--- src/rtl/multicycle_control_unit.sv ---
`default_nettype none
// ============================================================================
// Module      : multicycle_control_unit
// Description : Main control FSM for a multicycle MIPS datapath. It sequences
//               fetch / decode / execute / memory / writeback and drives the
//               datapath mux selects, strobes and the 3-bit ALUOp.
// Revision    : 1.0 - initial release
// ============================================================================
module multicycle_control_unit #(
  parameter int STATE_W = 4
) (
  input  logic               clk,
  input  logic               reset,
  input  logic [5:0]         in_Opcode_6,
  input  logic               in_Zero,
  input  logic               in_JumpRegister,
  input  logic               in_MemReady,
  output logic [2:0]         o_ALUOp_3,
  output logic               o_PCWrite,
  output logic               o_IorD,
  output logic               o_MemRead,
  output logic               o_MemWrite,
  output logic               o_IRWrite,
  output logic               o_RegWrite,
  output logic [1:0]         o_RegDst_2,
  output logic [1:0]         o_MemtoReg_2,
  output logic               o_ALUSrcA,
  output logic [1:0]         o_ALUSrcB_2,
  output logic               o_ZeroExtend,
  output logic [1:0]         o_PCSource_2,
  output logic               o_IllegalOp,
  output logic [STATE_W-1:0] o_State_4
);

  localparam logic [STATE_W-1:0] c_S_FETCH    = STATE_W'(0);
  localparam logic [STATE_W-1:0] c_S_DECODE   = STATE_W'(1);
  localparam logic [STATE_W-1:0] c_S_EXEC_R   = STATE_W'(2);
  localparam logic [STATE_W-1:0] c_S_R_WB     = STATE_W'(3);
  localparam logic [STATE_W-1:0] c_S_MEM_ADDR = STATE_W'(4);
  localparam logic [STATE_W-1:0] c_S_MEM_RD   = STATE_W'(5);
  localparam logic [STATE_W-1:0] c_S_MEM_WB   = STATE_W'(6);
  localparam logic [STATE_W-1:0] c_S_MEM_WR   = STATE_W'(7);
  localparam logic [STATE_W-1:0] c_S_BRANCH   = STATE_W'(8);
  localparam logic [STATE_W-1:0] c_S_JUMP     = STATE_W'(9);
  localparam logic [STATE_W-1:0] c_S_EXEC_I   = STATE_W'(10);
  localparam logic [STATE_W-1:0] c_S_I_WB     = STATE_W'(11);

  localparam logic [5:0] c_OP_RTYPE = 6'b000000;
  localparam logic [5:0] c_OP_LW    = 6'b100011;
  localparam logic [5:0] c_OP_SW    = 6'b101011;
  localparam logic [5:0] c_OP_BEQ   = 6'b000100;
  localparam logic [5:0] c_OP_BNE   = 6'b000101;
  localparam logic [5:0] c_OP_J     = 6'b000010;
  localparam logic [5:0] c_OP_JAL   = 6'b000011;
  localparam logic [5:0] c_OP_ADDI  = 6'b001000;
  localparam logic [5:0] c_OP_ANDI  = 6'b001100;
  localparam logic [5:0] c_OP_ORI   = 6'b001101;
  localparam logic [5:0] c_OP_LUI   = 6'b001111;

  logic [STATE_W-1:0] r_state;
  logic [STATE_W-1:0] w_next;

  // State register: the only storage in the unit; reset forces FETCH.
  always_ff @(posedge clk) begin
    if (!reset) r_state <= c_S_FETCH;
    else        r_state <= w_next;
  end

  // Next-state logic: decode dispatches on the opcode held in the IR.
  always_comb begin
    w_next = c_S_FETCH;
    case (r_state)
      c_S_FETCH:    w_next = in_MemReady ? c_S_DECODE : c_S_FETCH;
      c_S_DECODE: begin
        case (in_Opcode_6)
          c_OP_RTYPE:                             w_next = c_S_EXEC_R;
          c_OP_LW, c_OP_SW:                       w_next = c_S_MEM_ADDR;
          c_OP_BEQ, c_OP_BNE:                     w_next = c_S_BRANCH;
          c_OP_J, c_OP_JAL:                       w_next = c_S_JUMP;
          c_OP_ADDI, c_OP_ANDI, c_OP_ORI, c_OP_LUI: w_next = c_S_EXEC_I;
          default:                                w_next = c_S_FETCH;
        endcase
      end
      c_S_EXEC_R:   w_next = in_JumpRegister ? c_S_FETCH : c_S_R_WB;
      c_S_MEM_ADDR: w_next = (in_Opcode_6 == c_OP_LW) ? c_S_MEM_RD : c_S_MEM_WR;
      c_S_MEM_RD:   w_next = in_MemReady ? c_S_MEM_WB : c_S_MEM_RD;
      c_S_MEM_WR:   w_next = in_MemReady ? c_S_FETCH : c_S_MEM_WR;
      c_S_EXEC_I:   w_next = c_S_I_WB;
      default:      w_next = c_S_FETCH;
    endcase
    if (!reset) w_next = c_S_FETCH;
  end

  // Output decode: Moore outputs per state, plus the few handshake/flag
  // qualified strobes; reset low overrides everything to the idle pattern.
  always_comb begin
    o_ALUOp_3    = 3'b000;
    o_PCWrite    = 1'b0;
    o_IorD       = 1'b0;
    o_MemRead    = 1'b0;
    o_MemWrite   = 1'b0;
    o_IRWrite    = 1'b0;
    o_RegWrite   = 1'b0;
    o_RegDst_2   = 2'b00;
    o_MemtoReg_2 = 2'b00;
    o_ALUSrcA    = 1'b0;
    o_ALUSrcB_2  = 2'b00;
    o_ZeroExtend = 1'b0;
    o_PCSource_2 = 2'b00;
    o_IllegalOp  = 1'b0;
    case (r_state)
      c_S_FETCH: begin
        o_MemRead   = 1'b1;
        o_ALUSrcB_2 = 2'b01;
        o_ALUOp_3   = 3'b100;
        o_IRWrite   = in_MemReady;
        o_PCWrite   = in_MemReady;
      end
      c_S_DECODE: begin
        o_ALUSrcB_2 = 2'b11;
        o_ALUOp_3   = 3'b100;
        case (in_Opcode_6)
          c_OP_RTYPE, c_OP_LW, c_OP_SW, c_OP_BEQ, c_OP_BNE, c_OP_J, c_OP_JAL,
          c_OP_ADDI, c_OP_ANDI, c_OP_ORI, c_OP_LUI: o_IllegalOp = 1'b0;
          default:                                  o_IllegalOp = 1'b1;
        endcase
      end
      c_S_EXEC_R: begin
        o_ALUSrcA = 1'b1;
        o_ALUOp_3 = 3'b111;
        if (in_JumpRegister) begin
          o_PCSource_2 = 2'b11;
          o_PCWrite    = 1'b1;
        end
      end
      c_S_R_WB: begin
        o_RegDst_2 = 2'b01;
        o_RegWrite = 1'b1;
      end
      c_S_MEM_ADDR: begin
        o_ALUSrcA   = 1'b1;
        o_ALUSrcB_2 = 2'b10;
        o_ALUOp_3   = 3'b011;
      end
      c_S_MEM_RD: begin
        o_IorD    = 1'b1;
        o_MemRead = 1'b1;
      end
      c_S_MEM_WB: begin
        o_MemtoReg_2 = 2'b01;
        o_RegWrite   = 1'b1;
      end
      c_S_MEM_WR: begin
        o_IorD     = 1'b1;
        o_MemWrite = 1'b1;
      end
      c_S_BRANCH: begin
        o_ALUSrcA    = 1'b1;
        o_ALUOp_3    = 3'b001;
        o_PCSource_2 = 2'b01;
        o_PCWrite    = ((in_Opcode_6 == c_OP_BEQ) &&  in_Zero) ||
                       ((in_Opcode_6 == c_OP_BNE) && !in_Zero);
      end
      c_S_JUMP: begin
        o_PCSource_2 = 2'b10;
        o_PCWrite    = 1'b1;
        o_ALUOp_3    = 3'b010;
        if (in_Opcode_6 == c_OP_JAL) begin
          o_RegDst_2   = 2'b10;
          o_MemtoReg_2 = 2'b10;
          o_RegWrite   = 1'b1;
        end
      end
      c_S_EXEC_I, c_S_I_WB: begin
        o_ALUSrcA   = 1'b1;
        o_ALUSrcB_2 = 2'b10;
        case (in_Opcode_6)
          c_OP_ANDI: begin o_ALUOp_3 = 3'b110; o_ZeroExtend = 1'b1; end
          c_OP_ORI:  begin o_ALUOp_3 = 3'b101; o_ZeroExtend = 1'b1; end
          c_OP_LUI:  o_ALUOp_3 = 3'b000;
          default:   o_ALUOp_3 = 3'b100;
        endcase
        // ALU result is already latched in ALUOut; the write-back step only
        // adds the register-file write with rt as destination.
        if (r_state == c_S_I_WB) o_RegWrite = 1'b1;
      end
      default: ;
    endcase
    if (!reset) begin
      o_ALUOp_3    = 3'b010;
      o_PCWrite    = 1'b0;
      o_IorD       = 1'b0;
      o_MemRead    = 1'b0;
      o_MemWrite   = 1'b0;
      o_IRWrite    = 1'b0;
      o_RegWrite   = 1'b0;
      o_RegDst_2   = 2'b00;
      o_MemtoReg_2 = 2'b00;
      o_ALUSrcA    = 1'b0;
      o_ALUSrcB_2  = 2'b00;
      o_ZeroExtend = 1'b0;
      o_PCSource_2 = 2'b00;
      o_IllegalOp  = 1'b0;
    end
  end

  assign o_State_4 = r_state;

endmodule
`default_nettype wire

--- config.mk ---
export PLATFORM = sky130hd
export DESIGN_NAME = multicycle_control_unit
export DESIGN_NICKNAME = d
export VERILOG_FILES = /design/src/rtl/multicycle_control_unit.sv
export SDC_FILE = /design/constraint.sdc
export NUM_CORES = 1
export LEC_CHECK = 0
export ABC_AREA = 1
export CAP_MARGIN = 20
export CORE_MARGIN = 5
export CORE_UTILIZATION = 30
export CTS_CLUSTER_SIZE = 16
export DETAILED_ROUTE_END_ITERATION = 8
export DONT_BUFFER_PORTS = 1
export PLACE_DENSITY = 0.55
export SETUP_SLACK_MARGIN = 0.5
export SLEW_MARGIN = 0
export SYNTH_ARGS = -nofsm -noshare
export SYNTH_HDL_FRONTEND = slang
export SYNTH_SLANG_ARGS = --single-unit
--- constraint.sdc ---
create_clock -name clk -period 1.1 [get_ports clk]
set_input_delay 0.11 -clock clk [delete_from_list [all_inputs] [get_ports clk]]
set_output_delay 0.11 -clock clk [all_outputs]
set_load 0.05 [all_outputs]
==> results.json <==
{
  "status": "finished, violations left",
  "violations": "negative setup slack",
  "gr-usage-all-layers": 0.216,
  "hold_path.class": "input pin to register",
  "ioPinCount": 35,
  "crit_start": "o_State_4[0]",
  "ys_seq_area_frac": 0.121,
  "power_density_nw_per_um2": 449,
  "portBuffers": 0,
  "cts_buffers": 3,
  "cts_tree": "built",
  "drive_gt1_frac": 0.660,
  "rr_startpoint": "o_State_4[1]",
  "hold_buffers": 0,
  "first_iter_violations": 45,
  "hpwl_um": 2290,
  "finalCriticalPeriod_ps": 1570,
  "syn_to_final_growth_pct": 169,
  "worst_pin_slew_ps": 338,
  "max_freq_mhz": 635,
  "relSlewSlack": 0.774,
  "root_buffer": "clkbuf_4",
  "grt_pass1_wl_um": 5680,
  "syn_avg_cell_area_sq_um": 5.04,
  "vdd_ir_drop_max_mv": 0.532,
  "critPathMostFrequentCell": "nor2_4",
  "largest_register_ffs": 4,
  "dp.cells": 204,
  "ant_nets": 0,
  "rr_worst_depth": 11,
  "wirelength_um": 3480,
  "final_cells": 219,
  "synth_top_family_by_area": "simple AND/OR/NAND/NOR gates",
  "cp_num_buf_inv": 3,
  "synth_xor_area_frac": 0,
  "grt_max_degree": 9,
  "clockBufferDepth": 2,
  "final-hold-violation-count": 0,
  "worstPathArrival_ps": 1460,
  "cts_max_level": 1,
  "antennaDiodeCount": 0,
  "crit_family": "simple AND/OR/NAND/NOR gates",
  "finalCritPeriodShare": 1.43,
  "yosys.area_share.simple": 0.570,
  "gp_congestion": 0.897,
  "worstSkewPairLatency_ps": 240,
  "die_h_um": 56.9,
  "antenna_found_initial": 0,
  "routedWlPerCell_um": 15.9,
  "endpoint": "o_ALUSrcA",
  "grt_pass1_vias": 1248,
  "cellLeakagePower_uw": 0.000775,
  "die_w_um": 56.9,
  "reg2reg_slack_ps": -270,
  "drc_errors": 0,
  "synth_compound_area_frac": 0.152,
  "setup_tns_ps": -8460,
  "ys_ff_latch": 4,
  "slowest_delay_ps": 370,
  "cts_sinks": 4,
  "path_clk_slew_ps": 30,
  "grt.overflow.total": 0,
  "fp.dieArea_sq_um": 3240,
  "start_util": 0.308,
  "fin_ws_ps": -474,
  "vias_per_cell": 5.37,
  "synth_top_cell_by_area": "nor2_1",
  "setup_viol": 24,
  "place_area_sq_um": 1390,
  "end_kind": "output port",
  "syn_area_sq_um": 661,
  "design_area_sq_um": 1780,
  "yosys_warnings": 0,
  "cp_slowest_cell": "dfxtp_4",
  "critPathKind": "register to output port",
  "netlist_instances": 131,
  "nets": 204,
  "yosysUniqueCellTypes": 25,
  "coreArea_sq_um": 2150,
  "rr_endpoint": "o_State_4[1]",
  "worstPathCellList": "nor2_4 -> inv_4 -> nor2_4 -> nor2_4 -> o21ai_1 -> nand2_1 -> inv_2 -> buf_12",
  "row_count": 17,
  "synth_nets": 142,
  "clock_skew_ps": 9.84,
  "synthTopCellsByArea": "nor2_1 16%, nand2_1 15%, dfxtp_1 12%, inv_1 12%, nand3_1 7.6%",
  "maxCapViolCount": 0,
  "vias": 1176,
  "synth_top_area_frac": 0.165,
  "pre_cts_ws_ps": -269,
  "drt-pass1-iter-count": 4,
  "finalMaxSlewViolations": 0,
  "critPathLaunchType": "register",
  "worst-path-max-fanout": 5,
  "rsz0062_at_grt": "true",
  "yosys.area_share.adder": 0,
  "critical_path_depth": 8,
  "synthMuxAreaShare": 0,
  "worstPathRequired_ps": 990
}
how the worst min path moves through the flow:
stage / start / endpoint / cells after the start
after floorplan: in_MemReady / o_State_4[2] / 3
after global placement: in_MemReady / o_State_4[2] / 3
after detailed placement: in_MemReady / o_State_4[2] / 3
after CTS: in_MemReady / o_State_4[2] / 3
after global routing: in_MemReady / o_State_4[2] / 3
final: in_MemReady / o_State_4[0] / 3
Yosys cell counts, drive strengths merged:
cell and n:
or2 1, a22oi 1, nor3 7, buf 3
o31ai 1, o21ai 5, a21oi 7, inv 23
o2111ai 1, nand4 4, dfxtp 4, nor2 31
a31oi 1, nand2 28, o22ai 1, nand3 11
nand3b 1, and3 1
tightest hold or removal path: stages:
cell and delay, ps:
nor2_4 30, nor2_1 100, a21oi_1 70
metrics by stage:
step,hold slack [ps],power [uW],util
finish,126,798,0.828
global placement,339,517,0.646
floorplan,320,381,-
CTS,110,761,0.782
global route,131,851,0.828
detailed placement,353,524,0.646
layout by cell type, fill, tap and decap left out, types with 4 or more instances in the layout:
master   count
nand2_2      5
nand4_1      4
inv_4        6
buf_6       15
buf_4       29
inv_1       12
a21oi_4      4
nor2_1      15
nor3_4       6
nor2_4      13
dfxtp_4      4
buf_12      13
nand2_1     18
nand3_1      7
nand2_4      4
layer usage:
metal | vias up | share of wire | global-route usage
met1 | 552 | 0.37 | 0.238
li1 | 545 | - | -
met4 | 0 | 0.034 | 0.0861
met2 | 62 | 0.52 | 0.401
met3 | 17 | 0.073 | 0.0414
met5 | - | 0 | 0
timing repair:
item | in CTS | in global routing
endpoints found under the hold margin | 0 | 0
setup buffers | 7 | 5
resized for setup | 54 | 15
pin swaps | 17 | 16
cloned | 0 | 0
setup endpoints to repair | 28 | 28
final cells by class:
cell class | count | area (sq um)
Tap cell | 28 | 35.0
Sequential cell | 4 | 95.1
Clock buffer | 3 | 22.5
Multi-Input combinational cell | 101 | 822
Inverter | 23 | 111
Timing Repair Buffer | 60 | 692
Fill cell | 110 | 370
power breakdown:
group	switching, uW	total [uW]	internal, uW
combinational	261	456	195
clock	64.5	187	122
sequential	11.4	154	143
total	337	798	461
cells by family (layout without fill, tap and decap cells):
| kind of cell | count (synthesis) | after routing |
|---|---|---|
| DFF | 4 | 4 |
| buffers and inverters | 26 | 86 |
| and+or+nand+nor | 84 | 84 |
| AOI/OAI and AO/OA | 17 | 17 |
(Power assumes the default switching activity.)
